**src/rtl/serial_adder_pkg.sv**
```systemverilog
// ============================================================================
// Module : serial_adder_pkg
// Brief  : Shared FSM state type and sizing helper for the digit-serial adder.
// Rev    : 1.0
// ============================================================================
`default_nettype none
`timescale 1ns/1ps

package serial_adder_pkg;

    typedef enum logic [1:0] {
        ST_IDLE = 2'd0,
        ST_RUN  = 2'd1,
        ST_DONE = 2'd2
    } state_t;

    // Step counter width; a single-step adder still needs a 1-bit counter.
    function automatic int calc_cw(input int n);
        return (n < 2) ? 1 : $clog2(n);
    endfunction

endpackage

`default_nettype wire

```
**src/rtl/digit_adder.sv**
```systemverilog
// ============================================================================
// Module : digit_adder
// Brief  : Combinational DIGIT-bit ripple adder built from full-adder cells.
// Rev    : 1.0
// ============================================================================
`default_nettype none
`timescale 1ns/1ps

module digit_adder #(
    parameter int DIGIT = 1
) (
    input  logic [DIGIT-1:0] i_a,
    input  logic [DIGIT-1:0] i_b,
    input  logic             i_cin,
    output logic [DIGIT-1:0] o_sum,
    output logic             o_cout,
    output logic             o_cmsb
);

    logic [DIGIT:0] w_c;

    assign w_c[0] = i_cin;

    generate
        for (genvar i = 0; i < DIGIT; i++) begin : g_fa
            assign o_sum[i]  = i_a[i] ^ i_b[i] ^ w_c[i];
            assign w_c[i+1]  = (i_a[i] & i_b[i]) | (w_c[i] & (i_a[i] ^ i_b[i]));
        end
    endgenerate

    assign o_cout = w_c[DIGIT];
    // Carry into the top cell; on the final digit this is the carry into the MSB.
    assign o_cmsb = w_c[DIGIT-1];

endmodule

`default_nettype wire

```
**src/rtl/serial_adder.sv**
```systemverilog
// ============================================================================
// Module : serial_adder
// Brief  : Digit-serial WIDTH-bit adder, LSD first, start/busy/done handshake.
// Rev    : 1.0
// ============================================================================
`default_nettype none
`timescale 1ns/1ps

module serial_adder
    import serial_adder_pkg::*;
#(
    parameter int WIDTH = 16,
    parameter int DIGIT = 1
) (
    input  logic             clk,
    input  logic             rst_n,
    input  logic             start,
    input  logic [WIDTH-1:0] a,
    input  logic [WIDTH-1:0] b,
    input  logic             cin,
    output logic             busy,
    output logic             done,
    output logic [WIDTH-1:0] sum,
    output logic             cout,
    output logic             ovf
);

    localparam int N  = WIDTH / DIGIT;
    localparam int CW = calc_cw(N);
    localparam logic [CW-1:0] c_last = CW'(N - 1);

    state_t           r_state;
    state_t           w_next;
    logic [WIDTH-1:0] r_a;
    logic [WIDTH-1:0] r_b;
    logic [WIDTH-1:0] r_sum;
    logic             r_carry;
    logic [CW-1:0]    r_cnt;
    logic             r_cout;
    logic             r_ovf;

    logic [DIGIT-1:0] w_dsum;
    logic             w_dcout;
    logic             w_dcmsb;
    logic             w_accept;
    logic             w_last;
    logic [WIDTH-1:0] w_sum_shift;

    digit_adder #(
        .DIGIT (DIGIT)
    ) u_digit (
        .i_a    (r_a[DIGIT-1:0]),
        .i_b    (r_b[DIGIT-1:0]),
        .i_cin  (r_carry),
        .o_sum  (w_dsum),
        .o_cout (w_dcout),
        .o_cmsb (w_dcmsb)
    );

    // Requests are taken in IDLE and DONE alike, giving gap-free back-to-back ops.
    assign w_accept    = (r_state != ST_RUN) && start;
    assign w_last      = (r_cnt == c_last);
    assign w_sum_shift = WIDTH'({w_dsum, r_sum} >> DIGIT);

    always_ff @(posedge clk or negedge rst_n) begin
        if (!rst_n) begin
            r_state <= ST_IDLE;
        end else begin
            r_state <= w_next;
        end
    end

    always_comb begin
        w_next = r_state;
        case (r_state)
            ST_IDLE: w_next = start  ? ST_RUN  : ST_IDLE;
            ST_RUN:  w_next = w_last ? ST_DONE : ST_RUN;
            ST_DONE: w_next = start  ? ST_RUN  : ST_IDLE;
            default: w_next = ST_IDLE;
        endcase
    end

    always_comb begin
        busy = 1'b0;
        done = 1'b0;
        case (r_state)
            ST_RUN:  busy = 1'b1;
            ST_DONE: done = 1'b1;
            default: ;
        endcase
    end

    always_ff @(posedge clk or negedge rst_n) begin
        if (!rst_n) begin
            r_a     <= '0;
            r_b     <= '0;
            r_sum   <= '0;
            r_carry <= 1'b0;
            r_cnt   <= '0;
            r_cout  <= 1'b0;
            r_ovf   <= 1'b0;
        end else if (w_accept) begin
            r_a     <= a;
            r_b     <= b;
            r_carry <= cin;
            r_cnt   <= '0;
        end else if (r_state == ST_RUN) begin
            r_a     <= r_a >> DIGIT;
            r_b     <= r_b >> DIGIT;
            r_sum   <= w_sum_shift;
            r_carry <= w_dcout;
            r_cnt   <= r_cnt + 1'b1;
            if (w_last) begin
                r_cout <= w_dcout;
                r_ovf  <= w_dcmsb ^ w_dcout;
            end
        end
    end

    assign sum  = r_sum;
    assign cout = r_cout;
    assign ovf  = r_ovf;

endmodule

`default_nettype wire

```
**config.mk**
```make
export PLATFORM = sky130hd
export DESIGN_NAME = serial_adder
export DESIGN_NICKNAME = d
export VERILOG_FILES = /design/src/rtl/serial_adder_pkg.sv /design/src/rtl/digit_adder.sv /design/src/rtl/serial_adder.sv
export SDC_FILE = /design/constraint.sdc
export NUM_CORES = 1
export LEC_CHECK = 0
export CORE_MARGIN = 10
export CORE_UTILIZATION = 45
export CTS_BUF_LIST = sky130_fd_sc_hd__clkbuf_16
export CTS_CLUSTER_DIAMETER = 120
export DETAILED_ROUTE_END_ITERATION = 8
export DONT_BUFFER_PORTS = 1
export PLACE_DENSITY = 0.69
export SLEW_MARGIN = 10
export SYNTH_ARGS = -nofsm -noshare
export SYNTH_HDL_FRONTEND = slang
export SYNTH_SLANG_ARGS = --single-unit
```
**constraint.sdc**
```tcl
create_clock -name clk -period 3.11 [get_ports clk]
set_input_delay 0.933 -clock clk [delete_from_list [all_inputs] [get_ports clk]]
set_output_delay 0.933 -clock clk [all_outputs]
set_load 0.02 [all_outputs]
```
==> summary.md, run 1 <==
| Metric | Value |
|---|---|
| CTS tree | yes |
| Die W | 95.2 um |
| Ranking of synthesized cells by area | dfrtp_1, mux2i_1, nand2_1, o21ai_0, buf_6 |
| CTS clk-pin slew, worst paths | 0.05 ns |
| Max_slew headroom | 0.672 |
| Final hold viol count | 0 |
| RSZ-0062 raised after global routing | no |
| Avg WL per Cell | 15.8 um |
| Average via count per standard cell | 5.03 |
| Final hold slack | 0.311 ns |
| Netlist cell types | 24 |
| DR pass1 iterations | 4 |
| Crit path max-delay family | buffers and inverters |
| IR drop worst, VDD | 419 uV |
| Buffer and inverter count on the worst path | 1 |
| Final period util | 0.746 |
| Total number of vias | 1589 |
| HP Class | primary input to async pin |
| Die Footprint | 9060 um^2 |
| Post-synth EDFFs | 0 |
| Post-synthesis async set-or-reset flop share | 1.00 |
| DRT iter0 DRCs | 53 |
| DP Wirelength | 3300 um |
| Status | complete, no violations |
| Worst-skew pair later-pin latency | 0.32 ns |
| Setup bufs post-CTS | 0 |
| WS Path Type | register to output port |
| Clock Skew | 0.00512 ns |
| Number of max-cap violations | 0 |
| First-pass GRT wire length | 8340 um |
| Gr usage total | 0.119 |
| Max Freq | 431 MHz |
| Power Density | 1050 nW/um^2 |
| Yosys Warn Count | 0 |
| Tmin final | 2.32 ns |
| Leakage | 1.38 nW |
| Residual DRC | 0 |
| FF+latch count, synth | 57 |
| Fillers | 503 |
| Count leader, synth | nand2_1 |
| Num CTS Buffers | 9 |
| Synth area leader | dfrtp_1 |
| Worst path cell trace | nand2b_4, inv_4 |
| # setup viols final | 0 |
| Total power | 2.93 mW |
| Area Overhead vs Synth | 9.98% |
| Routed WL | 4990 um |
| Multi-input gate area in the final layout | 977 um^2 |
| Critical Path Sink Type | output port |
| FF/Latch Area | 1430 um^2 |
| Avg Inst Size Synth | 10.5 um^2 |
| Max H-tree Level | 3 |
| Largest net degree at the start of global routing | 58 |
| R2r setup slk | 1.35 ns |
| Most used flip-flop cell after synthesis | dfrtp_1 |
| Final Net Count | 277 |
| Post-synthesis sequential area ratio | 0.560 |
| IO Port Bufs | 0 |
| TritonCTS Sinks | 57 |
| Worst endpoint required time | 2.18 ns |
| Max stage delay on crit path | 0.42 ns |
| Starting Density | 0.462 |
| Synth Net Count | 280 |
| Netlist Area Pre-Place | 2540 um^2 |
| Max-slew violations | 0 |
| Worst Path Arrival | 1.39 ns |
| Largest fanout on the critical path | 51 |
| Site Rows | 27 |
| IO Pins | 56 |
| Slew @ Worst Pin | 0.492 ns |
| Critical path's slowest cell | inv_4 |
| TNS Setup | 0 ns |
| Critical Path Source Type | register |
| CTS Hold Bufs | 0 |
| CTS resizes | 0 |
| Mapped Cells | 242 |
| Core Region | 5510 um^2 |
| Diode count | 0 |
| Total global routing overflow | 0 |
| List of most frequent post-synthesis cells | nand2_1, dfrtp_1, mux2i_1, o21ai_0, buf_6 |
| Layout cell share with drive strength beyond 1 | 0.0861 |
| Clock Path Buffers | 2 |
| Initial antenna violation count | 0 |
| Area share of the largest cell type after synthesis | 0.560 |
| Routability cong. | 0.732 |
| Core Util, Final | 0.508 |
| Root buffer cell | clkbuf_16 |
| DRT antenna net count | 0 |
| Number of global-route vias before repair | 1581 |
| Die H | 95.2 um |
## flip-flops by register name, summed over array words and instances, names as in the netlist
register and flops:
r_state 2, cout 1, r_carry 1, r_b 16, r_a 16, r_cnt 4, ovf 1, sum 16
## worst register-to-register path, cell delays in order (launching register included)
cell and delay (ns):
dfrtp_1 0.38, nand2b_4 0.26, inv_4 0.42, buf_4 0.40, o21ai_0 0.16
## metrics by stage
stage | std cells | worst slack (ns) | cell area, um^2
after detailed placement | 300 | 1.12 | 2510
final | 316 | 0.790 | 2800
after floorplan | 242 | 1.33 | 2540
after global placement | 300 | 1.15 | 2510
after global routing | 316 | 0.692 | 2800
after CTS | 316 | 0.774 | 2800
## power by group
part	total, mW	internal, mW	leakage (nW)	switching, mW
clock network	0.928	0.609	0.140	0.319
registers	1.39	1.05	0.727	0.344
logic	0.610	0.249	0.513	0.360
total	2.93	1.91	1.38	1.02
## path summary, 6_finish.rpt
| path | startpoint | endpoint | depth (start not counted) |
|---|---|---|---|
| worst max register to register | r_state[1] | r_b[6] | 4 |
| worst min register to register | r_b[8] | r_b[7] | 2 |
| worst max-delay path | r_state[1] | busy | 2 |
| worst min-delay path | rst_n | r_a[11] | 0 |
| min in group clk | r_b[8] | r_b[7] | 2 |
| max in group asynchronous | rst_n | r_b[5] | 0 |
## cells in the final DEF (no fill, tap or decap), drive strengths merged, types with 2 or more instances in the layout
| cell type | Yosys | layout |
|---|---|---|
| a21oi | 2 | 2 |
| nand3 | 3 | 3 |
| o21ai | 34 | 34 |
| inv | 2 | 3 |
| nand2 | 82 | 82 |
| mux2 | 2 | 2 |
| clkinv | 0 | 3 |
| clkbuf | 2 | 9 |
| clkinvlp | 0 | 2 |
| mux2i | 34 | 34 |
| dfrtp | 57 | 57 |
| nor2 | 2 | 2 |
## routing by layer
layer  wire length [um]  global-route usage
met1               2170               0.144
met2               2110               0.164
met3                625              0.0715
met4                 89              0.0561
met5                  0                   0
## logic make-up (layout without fill, tap and decap cells)
group | Yosys count | after routing | share of synthesized area
DFF | 57 | 57 | 0.560
xor gates and xnor gates | 2 | 2 | 0.00688
buffers and inverters | 17 | 19 | 0.0556
and+or+nand+nor | 91 | 91 | 0.146
adders and majority gates | 2 | 2 | 0.0128
AOI/OAI and AO/OA | 37 | 37 | 0.0733
muxes | 36 | 36 | 0.146
## layout make-up
type,instances,area share
flip-flops and latches,57,0.510
multi-input cells,168,0.349
clock buffers,9,0.0805
well taps,72,0.0322
clock inverters,7,0.0224
inverters,2,0.00358
repair buffers,1,0.00268
Note: power is estimated with default switching activity, not from simulation.
==> run 2, diff against run 1 <==
clock period = 2.2 ns   (was 3.11 ns; I/O delays follow)
==> run 2 against run 1 <==
Net effect:
- clock-buffer cell count did not move
- worst setup slack lost 0.55 ns
- global-route usage rose by 0.35 points
- first-iteration DRC count up 9.4%
- cell count unchanged
- critical path depth unchanged
- die area unchanged
==> summary.md, run 2 (same netlist as run 1, synthesis figures left out) <==
| Metric | Value |
|---|---|
| Area Overhead vs Synth | 11.8% |
| DR pass1 iterations | 4 |
| # setup viols final | 0 |
| Root buffer cell | clkbuf_16 |
| Final setup margin | 0.238 ns |
| Routed WL | 4930 um |
| CTS Hold Bufs | 0 |
| Post-placement cell count | 300 |
| RSZ-0062 raised after global routing | no |
| Clk network pwr share | 0.339 |
| Initial antenna violation count | 0 |
| DRT iter0 DRCs | 58 |
| Max H-tree Level | 3 |
| Int Pwr | 2.84 mW |
| Net Sw Frac | 0.341 |
| Clock Skew | 0.00478 ns |
| Clock Path Buffers | 2 |
| Critical Path Sink Type | output port |
| Final Net Count | 277 |
| Commonest non-fill, non-tap cell in the layout | nand2_1 |
| CTS clk-pin slew, worst paths | 0.05 ns |
| Pre-CTS setup slack | 0.563 ns |
| Fillers | 493 |
| Gr usage total | 0.122 |
| IO Port Bufs | 0 |
| DRT antenna net count | 0 |
| CTS tree | yes |
| Max-slew violations | 0 |
| Power Density | 1520 nW/um^2 |
| TNS Setup | 0 ns |
| Non-filler cells, final | 316 |
| HP Class | primary input to async pin |
| Layout cell share with drive strength beyond 1 | 0.0943 |
| Total number of vias | 1581 |
| Worst endpoint required time | 1.54 ns |
| Post-route cell area | 2840 um^2 |
| Worst path cell trace | nand2b_4, inv_4 |
| Starting Density | 0.462 |
| Routability cong. | 0.742 |
| Reg-to-Reg End | cout |
| Final period util | 0.892 |
| Worst Setup SP | r_state[1] |
| Setup bufs post-CTS | 0 |
| Worst-skew pair later-pin latency | 0.32 ns |
| Max stage delay on crit path | 0.37 ns |
| Max_slew headroom | 0.722 |
| Largest fanout on the critical path | 37 |
| Die W | 95.2 um |
| First-pass GRT wire length | 8540 um |
| Final hold slack | 0.0349 ns |
| Slew @ Worst Pin | 0.417 ns |
| Number of max-cap violations | 0 |
| Diode count | 0 |
| DP Wirelength | 3320 um |
| Status | complete, no violations |
| Number of global-route vias before repair | 1694 |
| R2R Path Start | r_state[1] |
| Average via count per standard cell | 5.00 |
| Critical Path Sink | busy |
| Worst Path Arrival | 1.30 ns |
| Leakage | 1.40 nW |
| Most frequent cells in the layout | nand2_1, dfrtp_1, mux2i_1 |
| Die Footprint | 9060 um^2 |
| Residual DRC | 0 |
| Area after DPL | 2520 um^2 |
| R2r setup slk | 0.58 ns |
| Largest net degree at the start of global routing | 58 |
| Seq pwr share | 0.455 |
| IO Pins | 56 |
| WS Path Type | register to output port |
| Die H | 95.2 um |
| Core Region | 5510 um^2 |
| TritonCTS Sinks | 57 |
| Comb power frac | 0.206 |
| NetSw | 1.47 mW |
| R2r worst-path depth | 4 |
| CTS resizes | 0 |
| Critical path's slowest cell | dfrtp_1 |
| Tmin final | 1.96 ns |
| Max Freq | 510 MHz |
| Avg WL per Cell | 15.6 um |
| Final hold viol count | 0 |
| Critical Path Source Type | register |
| Num CTS Buffers | 9 |
| Total global routing overflow | 0 |
| Site Rows | 27 |
| IR drop worst, VDD | 655 uV |
[run 2: cell types whose count changed in the layout (fill, tap and decap cells not counted), sizes merged]
cell	change
clkinv	+1
bufinv	+1
inv	-1
clkinvlp	-1
[run 2: per-layer routing]
| layer | part of all wire | track usage |
|---|---|---|
| met5 | 0 | 0 |
| met4 | 0.013 | 0.0561 |
| met3 | 0.13 | 0.0841 |
| met2 | 0.45 | 0.170 |
| met1 | 0.41 | 0.141 |
[run 2: cell type report]
cell class	instances	area, um^2	share of cell area
Sequential cell	57	1430	0.502
Multi-Input combinational cell	168	977	0.344
Clock buffer	9	225	0.0792
Clock inverter	7	95.1	0.0334
Tap cell	72	90.1	0.0317
Timing Repair Buffer	1	20.0	0.00704
Inverter	2	10.0	0.00352
[run 2: worst min path at each step]
stage	startpoint	to	slack [ns]	cells after the start
2_1_floorplan	rst_n	cout	0.36	0
3_3_place_gp	rst_n	r_a[11]	0.37	0
3_5_place_dp	rst_n	r_a[11]	0.37	0
4_1_cts	rst_n	sum[1]	0.02	0
5_1_grt	rst_n	sum[1]	0.01	0
6_report	rst_n	r_state[1]	0.03	0
[run 2: power by group through the flow]
stage | clock [mW] | sequential [mW] | combinational [mW]
detailed placement | 0 | 1.99 | 0.906
floorplan | 0 | 1.89 | 0.867
finish | 1.46 | 1.97 | 0.888
global route | 1.57 | 2.04 | 1.08
CTS | 1.51 | 1.98 | 0.912
global placement | 0 | 1.98 | 0.870
[run 2: per-stage QoR]
| stage | total power, mW | utilization |
|---|---|---|
| 2_1_floorplan | 2.75 | - |
| 3_3_place_gp | 2.85 | 0.458 |
| 3_5_place_dp | 2.90 | 0.458 |
| 4_1_cts | 4.40 | 0.516 |
| 5_1_grt | 4.69 | 0.516 |
| 6_report | 4.32 | 0.516 |
[run 2: critical path: cells and delay by family, from the launching register on]
kind	cells	cell delay, ns
buffers and inverters	1	0.35
AND/OR/NAND/NOR	1	0.25
flip-flops	1	0.37
==> run 3, diff against run 2 <==
CORE_MARGIN = 2   (was 10)
HOLD_SLACK_MARGIN = 0.02   (was not set)
==> run 3 against run 2 <==
Net effect:
- maximum frequency increased by 7.5%
- register-to-register slack improved by 0.06 ns
- design area increased by 3.7%
- critical path depth unchanged
- via count increased by 5.9%
- power increased by 0.28%
- flip-flop and latch count unchanged
- global-route usage increased by 6.4 points
- wire length increased by 5.5%
- critical endpoint unchanged
==> summary.md, run 3 (same netlist as run 1, synthesis figures left out) <==
| Metric | Value |
|---|---|
| Status | complete, no violations |
| WS Path Type | register to output port |
| Root buffer cell | clkbuf_16 |
| DP Wirelength | 2960 um |
| Worst endpoint required time | 1.54 ns |
| Final Net Count | 290 |
| Routability cong. | 0.701 |
| Number of max-cap violations | 0 |
| Gr usage total | 0.187 |
| R2r setup slk | 0.64 ns |
| Average via count per standard cell | 5.09 |
| DR pass1 iterations | 4 |
| Starting Density | 0.465 |
| Largest fanout on the critical path | 23 |
| Tmin final | 1.83 ns |
| Area Overhead vs Synth | 15.9% |
| Routed WL | 5210 um |
| Die Footprint | 6270 um^2 |
| Clock Path Buffers | 2 |
| Worst-skew pair later-pin latency | 0.32 ns |
| Final hold viol count | 0 |
| Max_slew headroom | 0.683 |
| Critical Path Source Type | register |
| RSZ-0062 raised after global routing | no |
| HP Class | primary input to async pin |
| Max Freq | 548 MHz |
| Crit path max-delay family | flip-flops |
| Avg WL per Cell | 15.8 um |
| First-pass GRT wire length | 8620 um |
| Total number of vias | 1674 |
| # setup viols final | 0 |
| TNS Setup | 0 ns |
| DRT iter0 DRCs | 79 |
| IO Port Bufs | 0 |
| CTS tree | yes |
| Multi-input gate area in the final layout | 977 um^2 |
| Max-slew violations | 0 |
| Max stage delay on crit path | 0.37 ns |
| Die W | 79.2 um |
| Core Util, Final | 0.539 |
| Commonest non-fill, non-tap cell in the layout | nand2_1 |
| Num CTS Buffers | 9 |
| IO Pins | 56 |
| Die H | 79.2 um |
| CTS resizes | 0 |
| DRT antenna net count | 0 |
| Setup bufs post-CTS | 0 |
| IR drop worst, VDD | 671 uV |
| Core Region | 5470 um^2 |
| Buffer and inverter count on the worst path | 1 |
| Number of global-route vias before repair | 1667 |
| Worst path cell trace | nand2b_4, inv_4 |
| Most frequent cells in the layout | nand2_1, dfrtp_1, mux2i_1 |
| Critical path's slowest cell | dfrtp_1 |
| Final period util | 0.830 |
| Max H-tree Level | 3 |
| TritonCTS Sinks | 57 |
| Fillers | 499 |
| Total global routing overflow | 0 |
| Slew @ Worst Pin | 0.474 ns |
| Residual DRC | 0 |
| Worst Path Arrival | 1.17 ns |
| CTS clk-pin slew, worst paths | 0.05 ns |
| Initial antenna violation count | 0 |
| Clock Skew | 0.00526 ns |
| FF/Latch Area | 1430 um^2 |
| Diode count | 0 |
| Power Density | 1470 nW/um^2 |
| Critical Path Sink Type | output port |
| Site Rows | 27 |
| Leakage | 1.45 nW |
| Layout cell share with drive strength beyond 1 | 0.0856 |
| Largest net degree at the start of global routing | 48 |
| CTS Hold Bufs | 12 |
## run 3: cell count changes in the layout (fill, tap and decap cells not counted), sizes merged
| cell | previous run | this run |
|---|---|---|
| buf | 1 | 2 |
| dlygate4sd3 | 0 | 12 |
| clkinvlp | 1 | 0 |
| inv | 2 | 3 |
## run 3: where the power goes
part	leakage (nW)	internal (mW)	switching, mW
registers	0.727	1.48	0.477
logic	0.568	0.380	0.550
clock network	0.158	0.978	0.462
## run 3: final timing paths
path,startpoint,endpoint,depth (start not counted)
worst min-delay path,rst_n,r_a[7],0
worst max register to register,r_state[1],r_a[12],4
worst max-delay path,r_state[1],busy,2
worst min register to register,r_a[7],r_a[6],2
min in group clk,r_a[7],r_a[6],2
max in group asynchronous,rst_n,r_b[13],1
## run 3: per-stage QoR
stage / std cells / total power, mW / instance area (um^2) / hold slack (ns) / worst slack (ns)
after floorplan: 242 / 2.75 / 2540 / 0.364 / 0.691
after global placement: 301 / 2.83 / 2520 / 0.367 / 0.700
after CTS: 329 / 4.38 / 2950 / 0.0204 / 0.362
after detailed placement: 301 / 2.88 / 2520 / 0.366 / 0.636
after global routing: 329 / 4.65 / 2950 / 0.0216 / 0.312
final: 329 / 4.33 / 2950 / 0.0314 / 0.375
## run 3: worst register-to-register path, delay by kind of cell (launching register included)
family                 cells  cell delay [ns]
buffers and inverters      2             0.62
DFF                        1             0.37
and+or+nand+nor            1             0.26
AOI/OAI and AO/OA          1             0.17
## run 3: area by class of cell
cell class                 instances  share of cell area
sequential                        57               0.483
multi-input combinational        168               0.331
clock buffer                       9              0.0763
timing repair buffer              14              0.0458
tap                               72              0.0305
clock inverter                     7              0.0293
inverter                           2             0.00339
## run 3: metal layers
metal	part of all wire	global-route usage	up-vias
met5	0	0	-
met4	0.019	0.0931	0
met3	0.070	0.0716	10
met2	0.43	0.263	49
met1	0.48	0.251	789
li1	-	-	826
